`config.mk`:
```
export PLATFORM = sky130hd
export DESIGN_NAME = target_reach_monitor
export DESIGN_NICKNAME = d
export VERILOG_FILES = /design/src/rtl/target_reach_monitor.sv
export SDC_FILE = /design/constraint.sdc
export NUM_CORES = 1
export LEC_CHECK = 0
export ABC_AREA = 0
export BUFFER_PORTS_ARGS = -buffer_cell sky130_fd_sc_hd__buf_2
export CELL_PAD_IN_SITES_DETAIL_PLACEMENT = 2
export CELL_PAD_IN_SITES_GLOBAL_PLACEMENT = 2
export CORE_ASPECT_RATIO = 0.9
export CORE_MARGIN = 5
export CORE_UTILIZATION = 35
export DETAILED_ROUTE_END_ITERATION = 10
export GPL_ROUTABILITY_DRIVEN = 0
export PLACE_DENSITY_LB_ADDON = 0.2
export REMOVE_ABC_BUFFERS = 1
export SLEW_MARGIN = 20
export SYNTH_ARGS = -nofsm -noshare
export SYNTH_HDL_FRONTEND = slang
export SYNTH_SLANG_ARGS = --single-unit
```
`constraint.sdc`:
```
create_clock -name clk -period 8.52 [get_ports clk]
set_input_delay 1.278 -clock clk [delete_from_list [all_inputs] [get_ports clk]]
set_output_delay 1.278 -clock clk [all_outputs]
set_load 0.05 [all_outputs]
```
`src/rtl/target_reach_monitor.sv`:
```
// target_reach_monitor: checks that N axes reach and settle on a target.
// One shared subtract/compare evaluates one axis per cycle. at_target is
// reported once SETTLE_SCANS consecutive full scans pass, or timed_out is
// reported once TIMEOUT cycles of scanning have elapsed.
//
// state | meaning
// ------+---------------------------------------------------------------
// IDLE  | no check in progress, all outputs low
// SCAN  | evaluating one axis per cycle, counting consecutive good scans
// DONE  | result valid (ready=1), at_target/timed_out/axis_in_tol held
module target_reach_monitor #(
    parameter int NAXES        = 2,
    parameter int WIDTH        = 32,
    parameter int SETTLE_SCANS = 3,
    parameter int TIMEOUT      = 4096
) (
    input  logic                   clk,
    input  logic                   reset_n,
    input  logic                   start,
    input  logic                   cancel,
    input  logic                   relative_target,
    input  logic [NAXES*WIDTH-1:0] target,
    input  logic [NAXES*WIDTH-1:0] current,
    input  logic [WIDTH-2:0]       thresh,
    output logic                   busy,
    output logic                   ready,
    output logic                   at_target,
    output logic                   timed_out,
    output logic [NAXES-1:0]       axis_in_tol
);

    localparam int IDX_W  = (NAXES > 1) ? $clog2(NAXES) : 1;
    localparam int PASS_W = (SETTLE_SCANS > 1) ? $clog2(SETTLE_SCANS) : 1;
    localparam int TMR_W  = (TIMEOUT > 1) ? $clog2(TIMEOUT) : 1;

    localparam logic [IDX_W-1:0]  IDX_LAST  = IDX_W'(NAXES - 1);
    localparam logic [PASS_W-1:0] PASS_LAST = PASS_W'(SETTLE_SCANS - 1);
    localparam logic [TMR_W-1:0]  TMR_LAST  = TMR_W'((TIMEOUT > 0) ? TIMEOUT - 1 : 0);

    typedef enum logic [1:0] {S_IDLE, S_SCAN, S_DONE} state_t;

    state_t              state;
    logic [WIDTH-1:0]    tgt [NAXES];
    logic [WIDTH-2:0]    thr;
    logic [IDX_W-1:0]    idx;
    logic [PASS_W-1:0]   pass_cnt;
    logic [TMR_W-1:0]    tmr;
    logic                scan_ok;

    logic [WIDTH-1:0]    cap_tgt [NAXES];
    logic [WIDTH-1:0]    tgt_sel;
    logic [WIDTH-1:0]    cur_sel;
    logic [WIDTH:0]      diff;
    logic [WIDTH:0]      mag;
    logic                ok;
    logic                last_axis;
    logic                success;
    logic                timeout_hit;

    // Signed add at WIDTH+1 bits, clamped to the signed WIDTH range.
    function automatic logic [WIDTH-1:0] sat_add(input logic [WIDTH-1:0] a,
                                                 input logic [WIDTH-1:0] b);
        logic [WIDTH:0] sum;
        sum = {a[WIDTH-1], a} + {b[WIDTH-1], b};
        if (sum[WIDTH] != sum[WIDTH-1])
            return sum[WIDTH] ? {1'b1, {(WIDTH-1){1'b0}}} : {1'b0, {(WIDTH-1){1'b1}}};
        return sum[WIDTH-1:0];
    endfunction

    // Targets to latch on start: absolute, or offset from the live position.
    always_comb begin
        for (int i = 0; i < NAXES; i++) begin
            cap_tgt[i] = relative_target
                       ? sat_add(current[i*WIDTH +: WIDTH], target[i*WIDTH +: WIDTH])
                       : target[i*WIDTH +: WIDTH];
        end
    end

    // Shared evaluator for the axis selected by idx; one extra bit keeps
    // the difference exact so extreme positions cannot wrap to a pass.
    always_comb begin
        tgt_sel     = tgt[idx];
        cur_sel     = current[int'(idx)*WIDTH +: WIDTH];
        diff        = {tgt_sel[WIDTH-1], tgt_sel} - {cur_sel[WIDTH-1], cur_sel};
        mag         = diff[WIDTH] ? (~diff + 1'b1) : diff;
        ok          = (mag <= {2'b00, thr});
        last_axis   = (idx == IDX_LAST);
        success     = last_axis && scan_ok && ok && (pass_cnt == PASS_LAST);
        timeout_hit = (TIMEOUT != 0) && (tmr == TMR_LAST);
    end

    // Control FSM with registered outputs; cancel overrides everything.
    always_ff @(posedge clk or negedge reset_n) begin
        if (!reset_n) begin
            state       <= S_IDLE;
            busy        <= 1'b0;
            ready       <= 1'b0;
            at_target   <= 1'b0;
            timed_out   <= 1'b0;
            axis_in_tol <= '0;
            thr         <= '0;
            idx         <= '0;
            pass_cnt    <= '0;
            tmr         <= '0;
            scan_ok     <= 1'b0;
            for (int i = 0; i < NAXES; i++) tgt[i] <= '0;
        end else if (cancel) begin
            state       <= S_IDLE;
            busy        <= 1'b0;
            ready       <= 1'b0;
            at_target   <= 1'b0;
            timed_out   <= 1'b0;
            axis_in_tol <= '0;
            idx         <= '0;
            pass_cnt    <= '0;
            tmr         <= '0;
            scan_ok     <= 1'b0;
        end else if (state != S_SCAN) begin
            if (start) begin
                for (int i = 0; i < NAXES; i++) tgt[i] <= cap_tgt[i];
                thr       <= thresh;
                idx       <= '0;
                pass_cnt  <= '0;
                tmr       <= '0;
                scan_ok   <= 1'b1;
                state     <= S_SCAN;
                busy      <= 1'b1;
                ready     <= 1'b0;
                at_target <= 1'b0;
                timed_out <= 1'b0;
            end
        end else begin
            axis_in_tol[idx] <= ok;
            tmr              <= tmr + 1'b1;
            if (last_axis) begin
                idx     <= '0;
                scan_ok <= 1'b1;
                if (scan_ok && ok)
                    pass_cnt <= success ? '0 : pass_cnt + 1'b1;
                else
                    pass_cnt <= '0;
            end else begin
                idx     <= idx + 1'b1;
                scan_ok <= scan_ok & ok;
            end
            if (success) begin
                state     <= S_DONE;
                busy      <= 1'b0;
                ready     <= 1'b1;
                at_target <= 1'b1;
                timed_out <= 1'b0;
            end else if (timeout_hit) begin
                state     <= S_DONE;
                busy      <= 1'b0;
                ready     <= 1'b1;
                at_target <= 1'b0;
                timed_out <= 1'b1;
            end
        end
    end

endmodule

```
==> results of run 1 <==
layout make-up:
type | count | area share
Multi-Input combinational cell | 1381 | 0.638
Sequential cell | 117 | 0.196
Timing Repair Buffer | 182 | 0.0633
Tap cell | 483 | 0.0405
Clock buffer | 24 | 0.0316
Inverter | 75 | 0.0188
Clock inverter | 8 | 0.0115
Yosys cell counts (4+ instances only):
library cell and n:
ha_1 129, nor3b_1 6, a311oi_1 5, buf_2 7
o21ai_0 200, xor2_1 22, o41ai_1 4, o31a_1 6
a21oi_1 167, nand3b_1 6, clkbuf_1 62, mux2i_1 38
dfrtp_1 117, and2_1 18, o21bai_1 15, nor2b_1 13
and3_1 12, nor2_1 80, a211o_1 10, o211ai_1 11
and4_1 7, or3_1 32, a21o_1 57, o31ai_1 15
nand2_1 172, o2111ai_1 5, or2_2 6, a21oi_2 4
o22ai_1 5, inv_1 75, nand4_1 19, a21boi_0 8
mux2_2 31, nand3_1 32, nand2b_1 11, a31oi_1 22
a2111oi_0 4, a211oi_1 16, o21a_1 24, nor3_1 20
a311o_1 4, xnor2_1 70
kinds of logic after synthesis:
kind of cell    count (synthesis)  share of synthesized area
buf+inv                       149                     0.0451
mux                            69                     0.0561
fa+ha+maj                     133                      0.130
compound gates                629                      0.304
simple gates                  457                      0.176
flops                         117                      0.225
xor+xnor                       93                     0.0632
flip-flops by register name, indices dropped and copies added, names as in the netlist:
register,flops
tgt,64
thr,31
tmr,12
axis_in_tol,2
pass_cnt,2
at_target,1
idx,1
ready,1
scan_ok,1
state,1
timed_out,1
metal layers:
layer | routed length (um) | GRT usage | vias to the layer above | part of all wire
met5 | 0 | 0 | - | 0
met4 | 709 | 0.0516 | 0 | 0.014
met3 | 1380 | 0.0286 | 39 | 0.027
met2 | 24100 | 0.419 | 196 | 0.47
met1 | 24700 | 0.338 | 6742 | 0.49
li1 | - | - | 6334 | -
power by group:
part,switching [mW],internal [mW]
sequential,0.0598,0.653
combinational,1.45,0.934
clock,0.289,0.535
how the worst min path moves through the flow:
| stage | cells past startpoint | from | to | slack, ns |
|---|---|---|---|---|
| final | 1 | tmr[6] | tmr[6] | 0.48 |
| after global routing | 2 | tgt[4] | tgt[4] | 0.52 |
| after CTS | 2 | tgt[21] | tgt[21] | 0.49 |
| after detailed placement | 1 | tgt[31] | tgt[31] | 0.47 |
| after global placement | 1 | tgt[31] | tgt[31] | 0.46 |
| after floorplan | 1 | tmr[8] | tmr[8] | 0.44 |
==> results.toml, run 1 <==
[finish]
layoutNonFillerInstCount = 2270
fin_util = 0.404
mostFrequentLayoutCells = "199 x o21ai_0, 172 x nand2_1, 168 x buf_2"
drive_gt1_frac = 0.159
multi_input_area_mm2 = 0.00953
final_area_mm2 = 0.0149
layout_commonest_cell = "o21ai_0"
layout.nets = 2070
fillers = 4258
seq_area_mm2 = 0.00293
synthToLayoutAreaGrowth_pct = 14.9
num_antenna_cells = 0

[setup_path]
critPathSlowestCell = "dfrtp_4"
path_buf_inv = 1
r2r_end = "pass_cnt[1]"
r2r-start = "idx"
cp-endpoint = "pass_cnt[1]"
r2r_cells = 23
cp-end-kind = "flop"
crit_cells = 23
slowest_delay_ns = 0.98
cp_top_family = "compound AO/OA/AOI/OAI gates"
start_kind = "flop"
crit_start = "idx"
cp_data_arrival_time_ns = 7.96
path_cells = "mux2_2 > ha_1 > and3_2 > nand2_1 > a2111o_2 > a31oi_1 > xnor2_1 > o311ai_0 > nor4_1 > and2_1 > inv_1 > o21ai_0 > xnor2_1 > ha_1 > a211o_1 > a221oi_1 > o211ai_1 > o21ai_0 > nand3_1 > a31oi_1 > a311o_1 > nand3_1 > o41ai_1"
crit_required_ns = 8.83
path_max_fanout = 48
r2r_slack_ns = 0.86
critical_path_class = "flop to flop"

[timing]
hold_viol_final = 0
holdWs_ns = 0.483
post-route-worst-setup-slack_ns = 0.862
max_freq_mhz = 131
rsz0062_at_grt = "no"
slew_headroom = 0.370
min_period_over_period = 0.899
tightest_slew_ns = 0.940
finalSetupViolations = 0
setup_tns_ns = 0
skew_ns = 0.00832
slew_violations = 0
layout_min_cycle_time_ns = 7.66

[grt]
grt_pass1_wl_mm = 81.0
grt_pass1_vias = 14700
antenna_found_initial = 0
overflow = 0
grt_max_degree = 75
globalRouteTotalUtil = 0.246

[pwr]
p_total_mw = 3.92
p_leak_nw = 6.62
ir_worst_vdd_v = 0.000161
power_density_mw_per_mm2 = 262

[yosys]
yosysWarnings = 0
syn_inst = 1647
avgSynthCellArea_um2 = 7.89
ys_types = 95
ys_seq_elements = 117
synth.top_cell.area_share = 0.225
yosysSeqAreaShare = 0.225
synthArstFlopShare = 1.00
synth-edff-count = 0
synth_top_cell_by_area = "dfrtp_1"
ys_top_cells_by_area = "dfrtp_1 23%, ha_1 12%, o21ai_0 7.7%"
yosys_most_used_dff = "dfrtp_1"
synth_area_mm2 = 0.0130

[clocking]
htree_levels = 4
insertion_delay_ns = 0.44
clk_path_buf_depth = 2
numCtsBuffers = 17
clock_sinks = 117
postCtsSetupRepairBufs = 0
cts_tree = "built"
root_buffer = "clkbuf_16"
clkTransAtPathRegs_ns = 0.06
cts_resized = 0
holdBufCountCts = 0

[placement]
placedCellCount = 2238
portBuffers = 169
placed_area_mm2 = 0.0143
pre_cts_ws_ns = 0.690
dp_hpwl_mm = 39.5

[die]
die_w_um = 213
num_rows = 67
die_h_um = 193
ios = 170
start_util = 0.352
core_area_mm2 = 0.0370
die_area_mm2 = 0.0411

[drt]
vias = 13300
final_antenna_net_count = 0
avgRoutedWirePerCell_um = 22.4
drc = 0
routed_wl_mm = 50.9
drtPass1Iterations = 4
drt-initial-drc-count = 612
vias_per_cell = 5.86

[run]
max_cap_violations = 0

[worst_hold_path]
hp-class = "flop to flop"

[status]
status = "finished clean"
Power figures use the tool's default switching activity.
==> run 2, diff against run 1 <==
- ABC_AREA: 0 -> 1
- CORE_UTILIZATION: 35 -> 33
- CTS_BUF_LIST: not set -> sky130_fd_sc_hd__clkbuf_16
==> results.toml, run 2 <==
[drt]
routed_wl_mm = 53.7
drc = 0
drtPass1Iterations = 6
vias = 14500
final_antenna_net_count = 0
vias_per_cell = 5.16
avgRoutedWirePerCell_um = 19.2
drt-initial-drc-count = 457

[yosys]
yosysWarnings = 0
synthAdderAreaFrac = 0.123
synth-xor-area-share = 0.0637
synth_top_family_by_area = "simple AND/OR/NAND/NOR gates"
synthArstFlopShare = 1.00
yosys_most_used_dff = "dfrtp_1"
synth_area_mm2 = 0.0137
synth-edff-count = 0
synth.most_common_cell = "nand2_1"
ys_top_cells_by_area = "dfrtp_1 21%, nand2_1 15%, ha_1 12%"
synth.area.mux_share = 0.0220
ys_types = 55
syn_inst = 2101
synth_top_cell_by_area = "dfrtp_1"
ys_top_cells_by_count = "544 x nand2_1, 308 x inv_1, 184 x o21ai_0"
avgSynthCellArea_um2 = 6.50
synth_compound_area_frac = 0.192
synth.top_cell.area_share = 0.214
synth-simple-area-share = 0.279
ys_seq_elements = 117
yosysSeqAreaShare = 0.214

[die]
die_w_um = 224
core_area_mm2 = 0.0407
die_area_mm2 = 0.0455
num_rows = 70
die_h_um = 203
ios = 170
start_util = 0.335

[setup_path]
path_max_fanout = 70
cp_data_arrival_time_ns = 6.58
cp-end-kind = "flop"
start_kind = "flop"
critical_path_class = "flop to flop"
path_common_cell = "nand2_1"
slowest_delay_ns = 0.70
r2r-start = "idx"
r2r_end = "state[0]"
crit_required_ns = 8.83
r2r_cells = 33
critPathSlowestCell = "buf_4"
r2r_slack_ns = 2.25

[placement]
placed_area_mm2 = 0.0150
dp_hpwl_mm = 44.5
pre_cts_ws_ns = 2.20
portBuffers = 169

[finish]
max_flop_register = "tgt"
synthToLayoutAreaGrowth_pct = 14.3
drive_gt1_frac = 0.140
fin_util = 0.383
largest_reg_flops = 64
layout_commonest_cell = "nand2_1"
largest_registers = "tgt: 64 flops, thr: 31 flops, tmr: 12 flops"
final_area_mm2 = 0.0156
layout.nets = 2542
mostFrequentLayoutCells = "544 x nand2_1, 309 x inv_1, 184 x o21ai_0"

[timing]
layout_min_cycle_time_ns = 6.27
min_period_over_period = 0.735
tightest_slew_ns = 1.05
slew_violations = 0
post-route-worst-setup-slack_ns = 2.25
max_freq_mhz = 160
slew_headroom = 0.301
finalSetupViolations = 0
rsz0062_at_grt = "no"
skew_ns = 0.0133
hold_viol_final = 0

[grt]
antenna_found_initial = 1
grt_pass1_vias = 16000
overflow = 0
grt_max_degree = 111
grt_pass1_wl_mm = 85.8
globalRouteTotalUtil = 0.233

[pwr]
p_seq_frac = 0.146
p_leak_nw = 8.10
p_sw_mw = 3.46
p_int_mw = 2.81
combPwrFrac = 0.737
power_density_mw_per_mm2 = 402
swShare = 0.552
clockPowerShare = 0.117
ir_worst_vdd_v = 0.000180

[clocking]
root_buffer = "clkbuf_16"
insertion_delay_ns = 0.46
cts_tree = "built"
holdBufCountCts = 0
postCtsSetupRepairBufs = 0
cts_resized = 0
numCtsBuffers = 17
htree_levels = 4
clkTransAtPathRegs_ns = 0.07
clk_path_buf_depth = 2
clock_sinks = 117

[worst_hold_path]
holdPathEnd = "at_target"
hold_depth = 2
hold_start = "at_target"
hp-class = "flop to flop"

[run]
max_cap_violations = 0

[status]
status = "finished clean"
## run 2: changes by cell type after synthesis, moves of 32 or more
cell     change
nor2_1      +59
nand2_1    +372
nand3_1     +37
xor2_1      +33
xnor2_1     -35
nand2_2     +41
inv_1      +233
a21o_1      -49
or3_1       -32
## run 2: per-layer routing
layer  up-vias  global-route usage  part of all wire
li1       7141                   -                 -
met1      7082               0.314              0.48
met2       194               0.406              0.48
met3        37              0.0254             0.024
met4         0              0.0485             0.015
met5         -                   0                 0
## run 2: critical path: cells and delay by family (launching register included)
kind | cells | cell delay (ns)
AOI/OAI and AO/OA | 6 | 1.25
buffers and inverters | 3 | 1.05
and+or+nand+nor | 21 | 2.08
DFF | 1 | 0.59
adders and majority gates | 2 | 0.84
xor gates and xnor gates | 1 | 0.17
## run 2: layout make-up
cell class	instances	area, um^2
Tap cell	540	676
Multi-Input combinational cell	1608	9290
Clock inverter	15	158
Clock buffer	17	425
Timing Repair Buffer	177	908
Inverter	325	1220
Sequential cell	117	2930
Fill cell	5067	25100
Antenna cell	1	2.50
## run 2: how the worst max path moves through the flow
stage                     to  slack (ns)        from  depth (start not counted)
CTS                 state[0]        2.22         idx                         33
global route        state[0]        1.61         idx                         34
floorplan            tgt[23]       -1.38      cancel                          8
detailed placement  state[0]        2.20  current[1]                         34
finish              state[0]        2.25         idx                         33
global placement    state[0]        2.45  current[1]                         35
## run 2: power by group through the flow
stage | combinational (mW) | clock [mW] | sequential, mW
floorplan | 3.32 | 0 | 0.921
global placement | 4.39 | 0 | 0.908
detailed placement | 4.66 | 0 | 0.925
CTS | 4.70 | 0.759 | 0.917
global route | 5.28 | 0.784 | 0.940
finish | 4.62 | 0.736 | 0.917
## run 2: kinds of logic (layout without fill, tap and decap cells)
logic type / Yosys count / after routing
AOI/OAI and AO/OA: 469 / 469
xor gates and xnor gates: 95 / 95
adders and majority gates: 132 / 132
buffers and inverters: 376 / 534
DFF: 117 / 117
muxes: 30 / 30
other: 0 / 1
and+or+nand+nor: 882 / 882
## run 2: per-stage QoR
| step | TNS [ns] | cells | hold WS [ns] | total power [mW] |
|---|---|---|---|---|
| final | 0 | 2800 | 0.486 | 6.27 |
| after floorplan | -52.95 | 2050 | 0.448 | 4.24 |
| after detailed placement | 0 | 2767 | 0.457 | 5.58 |
| after global routing | 0 | 2800 | 0.505 | 7.00 |
| after CTS | 0 | 2799 | 0.489 | 6.37 |
| after global placement | 0 | 2767 | 0.462 | 5.30 |
==> run 3, diff against run 2 <==
- clock period: 8.52 -> 6.2 ns (I/O delays scaled with it)
==> results.toml, run 3 (synthesis gave the netlist of run 2 again) <==
[finish]
layout.nets = 2550
final_area_mm2 = 0.0157
max_flop_register = "tgt"
fin_util = 0.386
drive_gt1_frac = 0.142
layout_commonest_cell = "nand2_1"
synthToLayoutAreaGrowth_pct = 15.1
mostFrequentLayoutCells = "544 x nand2_1, 309 x inv_1, 184 x o21ai_0"
largest_registers = "tgt: 64 flops, thr: 31 flops, tmr: 12 flops"
fillers = 5014
largest_reg_flops = 64

[placement]
pre_cts_ws_ns = 0.320
dp_hpwl_mm = 45.7
portBuffers = 169
placed_area_mm2 = 0.0151

[setup_path]
critical_path_class = "flop to flop"
critPathSlowestCell = "dfrtp_4"
start_kind = "flop"
path_max_fanout = 19
path_common_cell = "nand2_1"
cp-end-kind = "flop"
slowest_delay_ns = 0.57
crit_required_ns = 6.54
cp_data_arrival_time_ns = 6.00

[drt]
drt-initial-drc-count = 472
vias = 14600
routed_wl_mm = 55.7
vias_per_cell = 5.20
final_antenna_net_count = 0
drc = 0
avgRoutedWirePerCell_um = 19.8
drtPass1Iterations = 5

[die]
start_util = 0.335
die_w_um = 224
core_area_mm2 = 0.0407
die_area_mm2 = 0.0455
die_h_um = 203
num_rows = 70
ios = 170

[status]
status = "finished clean"

[timing]
post-route-worst-setup-slack_ns = 0.543
layout_min_cycle_time_ns = 5.66
tightest_slew_ns = 0.988
hold_viol_final = 0
max_freq_mhz = 177
min_period_over_period = 0.912
setup_tns_ns = 0
rsz0062_at_grt = "no"
finalSetupViolations = 0
skew_ns = 0.00978
slew_violations = 0
slew_headroom = 0.339

[pwr]
p_total_mw = 8.79
p_leak_nw = 8.15
ir_worst_vdd_v = 0.000273
power_density_mw_per_mm2 = 559

[worst_hold_path]
hp-class = "flop to flop"

[clocking]
numCtsBuffers = 17
clock_sinks = 117
cts_tree = "built"
clk_path_buf_depth = 2
insertion_delay_ns = 0.45
htree_levels = 4
clkTransAtPathRegs_ns = 0.06
root_buffer = "clkbuf_16"

[grt]
grt_pass1_wl_mm = 88.3
globalRouteTotalUtil = 0.240
grt_max_degree = 86
overflow = 0
antenna_found_initial = 4
grt_pass1_vias = 16500

[run]
max_cap_violations = 0
run 3: changes by cell type in the layout (fill, tap and decap cells not counted), sizes merged:
cell / previous run / this run
buf: 177 / 185
clkinv: 12 / 9
diode: 1 / 4
bufinv: 2 / 4
clkinvlp: 2 / 4
inv: 324 / 323
run 3: what timing repair did:
| action | CTS | global route |
|---|---|---|
| hold buffers | 0 | 0 |
| gates resized for setup | 0 | 0 |
| setup buffers | 0 | 1 |
| setup endpoints to repair | 0 | 4 |
run 3: worst max-delay path: cells and delay by family (launching register included):
kind | cells | cell delay [ns]
AND/OR/NAND/NOR | 23 | 2.41
flip-flops | 1 | 0.57
AO/OA/AOI/OAI | 5 | 0.77
buffers and inverters | 4 | 0.65
XOR/XNOR | 1 | 0.18
adder cells (fa/ha/maj) | 3 | 0.95
run 3: final timing paths:
kind,cells past startpoint,end,slack (ns),startpoint
worst max-delay path,36,timed_out,0.54,idx
worst min-delay path,2,tgt[24],0.48,tgt[24]
worst max register to register,36,timed_out,0.54,idx
worst min register to register,2,tgt[24],0.48,tgt[24]
max in group asynchronous,2,tgt[21],4.46,reset_n
min in group asynchronous,1,thr[8],0.58,reset_n
run 3: layer usage:
layer  up-vias  wire, um  GRT usage  part of all wire
met5         -         0          0                 0
met4         0      1150     0.0689             0.021
met3        53      1430     0.0207             0.026
met2       222     27100      0.420              0.49
met1      7197     26000      0.317              0.47
li1       7158         -          -                 -
run 3: area by class of cell:
class                   instances  area, um^2  area share
well taps                     540         676      0.0430
multi-input cells            1608        9290       0.591
diodes                          4        10.0    0.000637
clock buffers                  17         425      0.0271
inverters                     325        1220      0.0778
repair buffers                185         976      0.0621
flip-flops and latches        117        2930       0.187
clock inverters                15         188      0.0119
run 3: per-stage QoR:
| step | hold slack (ns) | cells |
|---|---|---|
| 2_1_floorplan | 0.448 | 2050 |
| 3_3_place_gp | 0.463 | 2774 |
| 3_5_place_dp | 0.470 | 2774 |
| 4_1_cts | 0.484 | 2806 |
| 5_1_grt | 0.505 | 2811 |
| 6_report | 0.482 | 2811 |
run 3: where the power goes:
part | switching (mW) | internal (mW)
logic | 4.24 | 2.21
registers | 0.162 | 1.09
clock network | 0.420 | 0.666
total | 4.82 | 3.96
